## src/rtl/fifo_deq_serializer.sv

```systemverilog
// fifo_deq_serializer: drains WIDTH*WORDS-bit elements from a first/deq queue and sends them as WIDTH-bit beats, low word first
module fifo_deq_serializer #(
  parameter int WIDTH = 32,
  parameter int WORDS = 4,
  parameter int BACK_TO_BACK = 1,
  parameter int CNT_W = 16
) (
  input  logic                   CLK,
  input  logic                   nRST,
  input  logic [WIDTH*WORDS-1:0] in_first,
  input  logic                   in_first_rdy,
  input  logic                   in_deq_rdy,
  output logic                   in_deq_ena,
  output logic                   out_enq_ena,
  output logic [WIDTH-1:0]       out_enq_v,
  output logic                   out_enq_last,
  input  logic                   out_enq_rdy,
  output logic                   out_busy,
  output logic [CNT_W-1:0]       out_count
);
  localparam int BW = WORDS > 1 ? $clog2(WORDS) : 1;
  typedef enum logic {IDLE, SEND} state_t;
  state_t                 state;
  logic [BW-1:0]          beat;
  logic [WIDTH*WORDS-1:0] hold;
  logic                   avail;
  logic                   last_beat;
  assign avail = in_first_rdy & in_deq_rdy;
  assign last_beat = (state == SEND) && (beat == BW'(WORDS - 1));
  assign out_busy = state == SEND;
  assign out_enq_ena = out_busy & out_enq_rdy;
  assign out_enq_last = last_beat;
  assign out_enq_v = out_busy ? hold[beat*WIDTH +: WIDTH] : '0;
  assign in_deq_ena = nRST & avail &
                      ((state == IDLE) | ((BACK_TO_BACK != 0) & out_enq_ena & last_beat));
  always_ff @(posedge CLK) begin
    if (!nRST) begin
      state     <= IDLE;
      beat      <= '0;
      hold      <= '0;
      out_count <= '0;
    end else begin
      if (in_deq_ena) begin
        hold  <= in_first;
        beat  <= '0;
        state <= SEND;
      end else if (out_enq_ena) begin
        if (last_beat) state <= IDLE;
        else beat <= beat + 1'b1;
      end
      if (out_enq_ena & last_beat) out_count <= out_count + 1'b1;
    end
  end
endmodule

```

## config.mk

```make
export PLATFORM = sky130hd
export DESIGN_NAME = fifo_deq_serializer
export DESIGN_NICKNAME = d
export VERILOG_FILES = /design/src/rtl/fifo_deq_serializer.sv
export SDC_FILE = /design/constraint.sdc
export NUM_CORES = 1
export LEC_CHECK = 0
export ABC_AREA = 1
export BUFFER_PORTS_ARGS = -buffer_cell sky130_fd_sc_hd__buf_2
export CORE_ASPECT_RATIO = 0.6
export CORE_MARGIN = 3
export CORE_UTILIZATION = 47
export CTS_CLUSTER_DIAMETER = 80
export CTS_CLUSTER_SIZE = 24
export DETAILED_ROUTE_END_ITERATION = 16
export PLACE_DENSITY_LB_ADDON = 0.3
export SLEW_MARGIN = 20
export SYNTH_ARGS = -nofsm -noshare
export SYNTH_HDL_FRONTEND = slang
export SYNTH_SLANG_ARGS = --single-unit
export TNS_END_PERCENT = 10
```

## constraint.sdc

```tcl
create_clock -name CLK -period 1.6 [get_ports CLK]
set_input_delay 0.32 -clock CLK [delete_from_list [all_inputs] [get_ports CLK]]
set_output_delay 0.32 -clock CLK [all_outputs]
set_load 0.05 [all_outputs]
```

==> results.toml, run 1 <==
[outcome]
status = "finished with violations"
violations = "negative setup slack"

[die]
die_h_um = 96.90
pin_count = 185
dieArea_um2 = 15260
start_util = 0.4929
core-area_um2 = 13130
fp-row-count = 32
die_w_um = 157.5

[yosys]
synth_compound_area_frac = 0.1873
synth_area_um2 = 6472
syn-instance-count = 946
synth_mux_area_frac = 0
yosysWarnings = 0
ys_ff_latch = 147
synth_cell_type_count = 25
synth_area_leader_cell = "dfxtp_1"
synth-seq-area-share = 0.4547
synth_top_area_share = 0.4547
synth_top_family_by_area = "simple AND/OR/NAND/NOR gates"
synth_fa_ha_area_frac = 0.003866
yosys.area_share.simple = 0.2751
synth_xor_area_frac = 0.004060
avgSynthCellArea_um2 = 6.842
synth_area_leaders = "dfxtp_1 (45%), nor2_1 (24%), o21ai_0 (15%), a21oi_1 (3.0%), buf_6 (2.4%)"
syn_nets = 1081

[global_routing]
grt_start_max_net_pins = 135
grt_pass1_wl_um = 33530
gr-total-overflow = 0
track_usage = 0.2745
grt_pass1_vias = 6475
antenna_found_initial = 0

[clocking]
cts_tree = "done"
cts_hold_buf = 0
insertion_delay_ns = 0.41
h-tree-depth = 4
root_buffer = "clkbuf_16"
clock-sinks = 147
clock_path_buffers = 2
clk_pin_slew_ns = 0.06
tritoncts.num_buffers = 17

[pwr]
ir_worst_vdd_mv = 0.8621
leakagePower_nw = 4.125
p_per_area_nw_per_um2 = 1015

[cells_and_area]
instances_no_fill = 1321
utilization = 0.7255
nets = 1273
final_layout_size_suffix_gt1_frac = 0.3249
antenna_cells = 0
areaGrowthSynthToFinish_pct = 47.21

[placed_design]
dp.cells = 1275
place_hpwl_um = 13560
port_buffers = 184
place_congestion = 0.8980

[detailed_routing]
via_per_inst = 5.229
first_pass_iters = 5
wirelength_um = 21520
vias = 6907
drc_errors = 0
post_drt_wl_per_cell_um = 16.29
postRouteAntennaNets = 0
drt_iter0_drc = 681

[sta]
rsz0062_at_grt = "true"
setup_tns_ns = -15.87
worst_pin_slew_ns = 0.5393
drv_slew = 0
fin_crit_sh = 1.342
hold_viol = 0
fmax_mhz = 465.9
post-route-min-period_ns = 2.147
finalSetupViolations = 89
slew-limit-headroom = 0.6405
layout_setup_ws_ns = -0.5466
finClkSkew_ns = 0.007356

[setup_path]
setup.worst_path.class = "reg2out"
crit_fanout = 7
endpoint_kind = "output pin"
worst_setup_path_start_kind = "flop"
cp.arrival_ns = 1.83
rr_worst_depth = 8
required_ns = 1.28

[run]
drv_cap = 0

[hold_path]
min_path_cells = 3
min_path_type = "in2reg"
==> cell usage in the layout (no fill, tap or decap), types with 21 or more instances in the layout <==
master,n
a21oi_4,33
buf_12,23
buf_2,148
buf_4,27
buf_6,36
clkbuf_16,21
dfxtp_1,142
nand2_1,36
nor2_1,375
nor2_2,27
o21ai_0,137
o21ai_1,34
o21ai_2,23
==> cell type report <==
| cell class | count | area [um^2] |
|---|---|---|
| clock inverters | 11 | 170.2 |
| clock buffers | 21 | 481.7 |
| inverters | 22 | 91.34 |
| fillers | 1011 | 3605 |
| multi-input cells | 709 | 3636 |
| repair buffers | 241 | 1982 |
| flip-flops and latches | 147 | 2954 |
| well taps | 170 | 212.7 |
==> worst max-delay path, stage by stage (launching register included) <==
cell and delay, ns:
dfxtp_4 0.38, buf_6 0.14, buf_12 0.14, buf_4 0.11, nor2_1 0.04, nor2_1 0.11
o21ai_1 0.16, a21oi_4 0.18, buf_6 0.17
==> flip-flops by register name (all words and copies together), names as in the netlist <==
name,count
beat,2
hold,128
out_busy,1
out_count,16
==> per-stage QoR <==
stage                     hold slack, ns  power [mW]  instance area [um^2]  setup slack (ns)
after global placement            0.4884       5.099                  8152           -0.1442
after detailed placement          0.4913       5.114                  8152           -0.1589
after global routing              0.1254       9.975                  9528           -0.6083
after floorplan                   0.4549       4.677                  6872          -0.05935
final                             0.1272       9.669                  9528           -0.5466
after CTS                         0.1149       9.598                  9325           -0.4879
==> cell usage after synthesis <==
master and n:
a211oi_1 2, a21oi_1 39, a21oi_2 1, buf_1 6
buf_2 4, buf_4 2, buf_6 14, clkbuf_1 34
clkbuf_4 8, dfxtp_1 147, ha_1 2, inv_1 20
inv_2 2, nand2_1 36, nand3_1 9, nand3_2 1
nand4_1 4, nor2_1 411, nor3_1 3, nor3b_1 1
o21a_1 2, o21ai_0 194, o31ai_1 1, xnor2_1 1
xor2_1 2
==> power breakdown <==
group | switching [mW] | internal (mW)
logic | 0.795 | 0.568
clock network | 1.58 | 2.80
registers | 0.105 | 3.83
==> layer usage <==
layer	routed length, um	track usage	up-vias
met5	0	0	-
met4	269	0.07200	0
met3	2142	0.07331	26
met2	9011	0.3837	332
met1	10100	0.4147	3096
li1	-	-	3453
==> cells by family (layout without fill, tap and decap cells) <==
family,Yosys count,in the layout
compound gates,239,239
buf+inv,90,295
flops,147,147
xor+xnor,3,3
fa+ha+maj,2,2
simple gates,465,465
==> final timing paths <==
check	from	to	slack [ns]
max	beat[0]	out_enq_v[13]	-0.55
min	in_first[45]	hold[45]	0.13
max reg2reg	beat[0]	hold[98]	-0.11
min reg2reg	out_count[15]	out_count[15]	0.51
==> what timing repair did <==
item	CTS	global route
endpoints found under the setup margin	94	174
setup buffers	9	2
pin swaps	4	32
cloned	6	3
gates resized for setup	140	57
Note: power is estimated with default switching activity, not from simulation.
==> inputs of run 2 (changes only) <==
- CORE_MARGIN: 3 -> 2
- CORE_UTILIZATION: 47 -> 50
- GPL_TIMING_DRIVEN: default -> 0
- clock period: 1.6 -> 2 ns (I/O delays scaled with it)
==> run 2 against run 1 <==
  * The run still ends with negative setup slack left
  * Hold slack better by 0.068 ns
  * Count of clock-buffer cells in the layout is the same
  * Global-route usage grew 4.4 points
  * Critical path type unchanged
==> results.toml, run 2 (synthesis gave the netlist of run 1 again) <==
[outcome]
status = "finished with violations"
violations = "negative setup slack"

[die]
die_h_um = 92.13
core-area_um2 = 12730
die_w_um = 150.9
pin_count = 185
fp-row-count = 32
start_util = 0.5084
dieArea_um2 = 13900

[clocking]
clock-sinks = 147
h-tree-depth = 4
insertion_delay_ns = 0.42
clk_pin_slew_ns = 0.06
tritoncts.num_buffers = 17
root_buffer = "clkbuf_16"
cts_hold_buf = 0
cts_tree = "done"
clock_path_buffers = 2

[sta]
rsz0062_at_grt = "true"
fin_crit_sh = 1.103
whs_ns = 0.1950
worst_pin_slew_ns = 0.6882
post-route-min-period_ns = 2.206
finClkSkew_ns = 0.005650
fmax_mhz = 453.2
layout_setup_ws_ns = -0.2064
slew-limit-headroom = 0.5412
drv_slew = 0
finalSetupViolations = 33
hold_viol = 0

[detailed_routing]
first_pass_iters = 6
post_drt_wl_per_cell_um = 16.75
wirelength_um = 22560
drt_iter0_drc = 904
drc_errors = 0
vias = 7359
postRouteAntennaNets = 0
via_per_inst = 5.463

[cells_and_area]
final_layout_size_suffix_gt1_frac = 0.3342
nets = 1298
fillCellCount = 964
final_cell_area_um2 = 9298
final_common_cell = "nor2_1"
areaGrowthSynthToFinish_pct = 43.65
multi_input_area_um2 = 3492
reg_top3 = "hold x128, out_count x16, beat x2"
regMostFlops = "hold"
regArea_um2 = 2949
largest_reg_flops = 128
layout_common_cells = "nor2_1 (375), buf_2 (152), dfxtp_1 (144)"

[pwr]
leakagePower_nw = 4.087
power_mw = 7.528
p_per_area_nw_per_um2 = 809.7
ir_worst_vdd_mv = 0.5629

[setup_path]
cp.arrival_ns = 1.81
setup.worst_path.class = "reg2out"
endpoint_kind = "output pin"
crit_fanout = 6
worst_setup_path_start_kind = "flop"
required_ns = 1.60

[global_routing]
track_usage = 0.3189
gr-total-overflow = 0
grt_start_max_net_pins = 17
grt_pass1_wl_um = 34000
grt_pass1_vias = 6575
antenna_found_initial = 0

[placed_design]
post_dp_cell_area_um2 = 7722
place_hpwl_um = 15070
place_congestion = 0.9068
port_buffers = 183

[run]
drv_cap = 0

[hold_path]
min_path_type = "in2reg"
## run 2: what timing repair did
item	4_1_cts	5_1_grt
buffers inserted	9	0
pin swaps	14	29
setup endpoints to repair	43	108
cloned	4	4
gates resized for setup	243	55
## run 2: path summary, 6_finish.rpt
check	start	to	slack (ns)	depth (start not counted)
max reg2reg	beat[0]	hold[77]	0.02	10
min reg2reg	out_count[15]	out_count[15]	0.51	2
min	in_first[93]	hold[93]	0.20	3
max	beat[0]	out_enq_v[19]	-0.21	7
## run 2: power breakdown
| part | switching, mW | internal, mW |
|---|---|---|
| Clock | 1.28 | 2.07 |
| Combinational | 0.611 | 0.408 |
| Sequential | 0.0929 | 3.06 |
| Total | 1.99 | 5.54 |
## run 2: cell type report
type / count / share of cell area
antenna: 1 / 0.0002691
buffer: 67 / 0.06352
clock buffer: 21 / 0.05060
clock inverter: 11 / 0.01588
inverter: 22 / 0.009151
multi-input combinational: 709 / 0.3756
sequential: 147 / 0.3172
tap: 170 / 0.02288
timing repair buffer: 199 / 0.1449
## run 2: through the flow
step / TNS (ns) / std cells / util / setup WS, ns
5_1_grt: -6.197 / 1346 / 0.7301 / -0.2199
4_1_cts: -2.307 / 1343 / 0.7108 / -0.09480
6_report: -4.814 / 1347 / 0.7302 / -0.2064
2_1_floorplan: -0.2254 / 946 / - / -0.1225
3_5_place_dp: -8.141 / 1299 / 0.6065 / -0.3505
3_3_place_gp: -8.142 / 1299 / 0.6065 / -0.3196
## run 2: layer usage
| metal | global-route usage | share of wire |
|---|---|---|
| met1 | 0.4741 | 0.45 |
| met2 | 0.4530 | 0.41 |
| met3 | 0.07363 | 0.11 |
| met4 | 0.1012 | 0.026 |
| met5 | 0 | 0 |
## run 2: worst max-delay path, stage by stage (launching register included)
cell and delay (ns):
dfxtp_4 0.42, clkbuf_16 0.19, clkbuf_16 0.15, nor2_1 0.04
nor2_1 0.13, o21ai_1 0.12, a21oi_2 0.15, buf_6 0.18
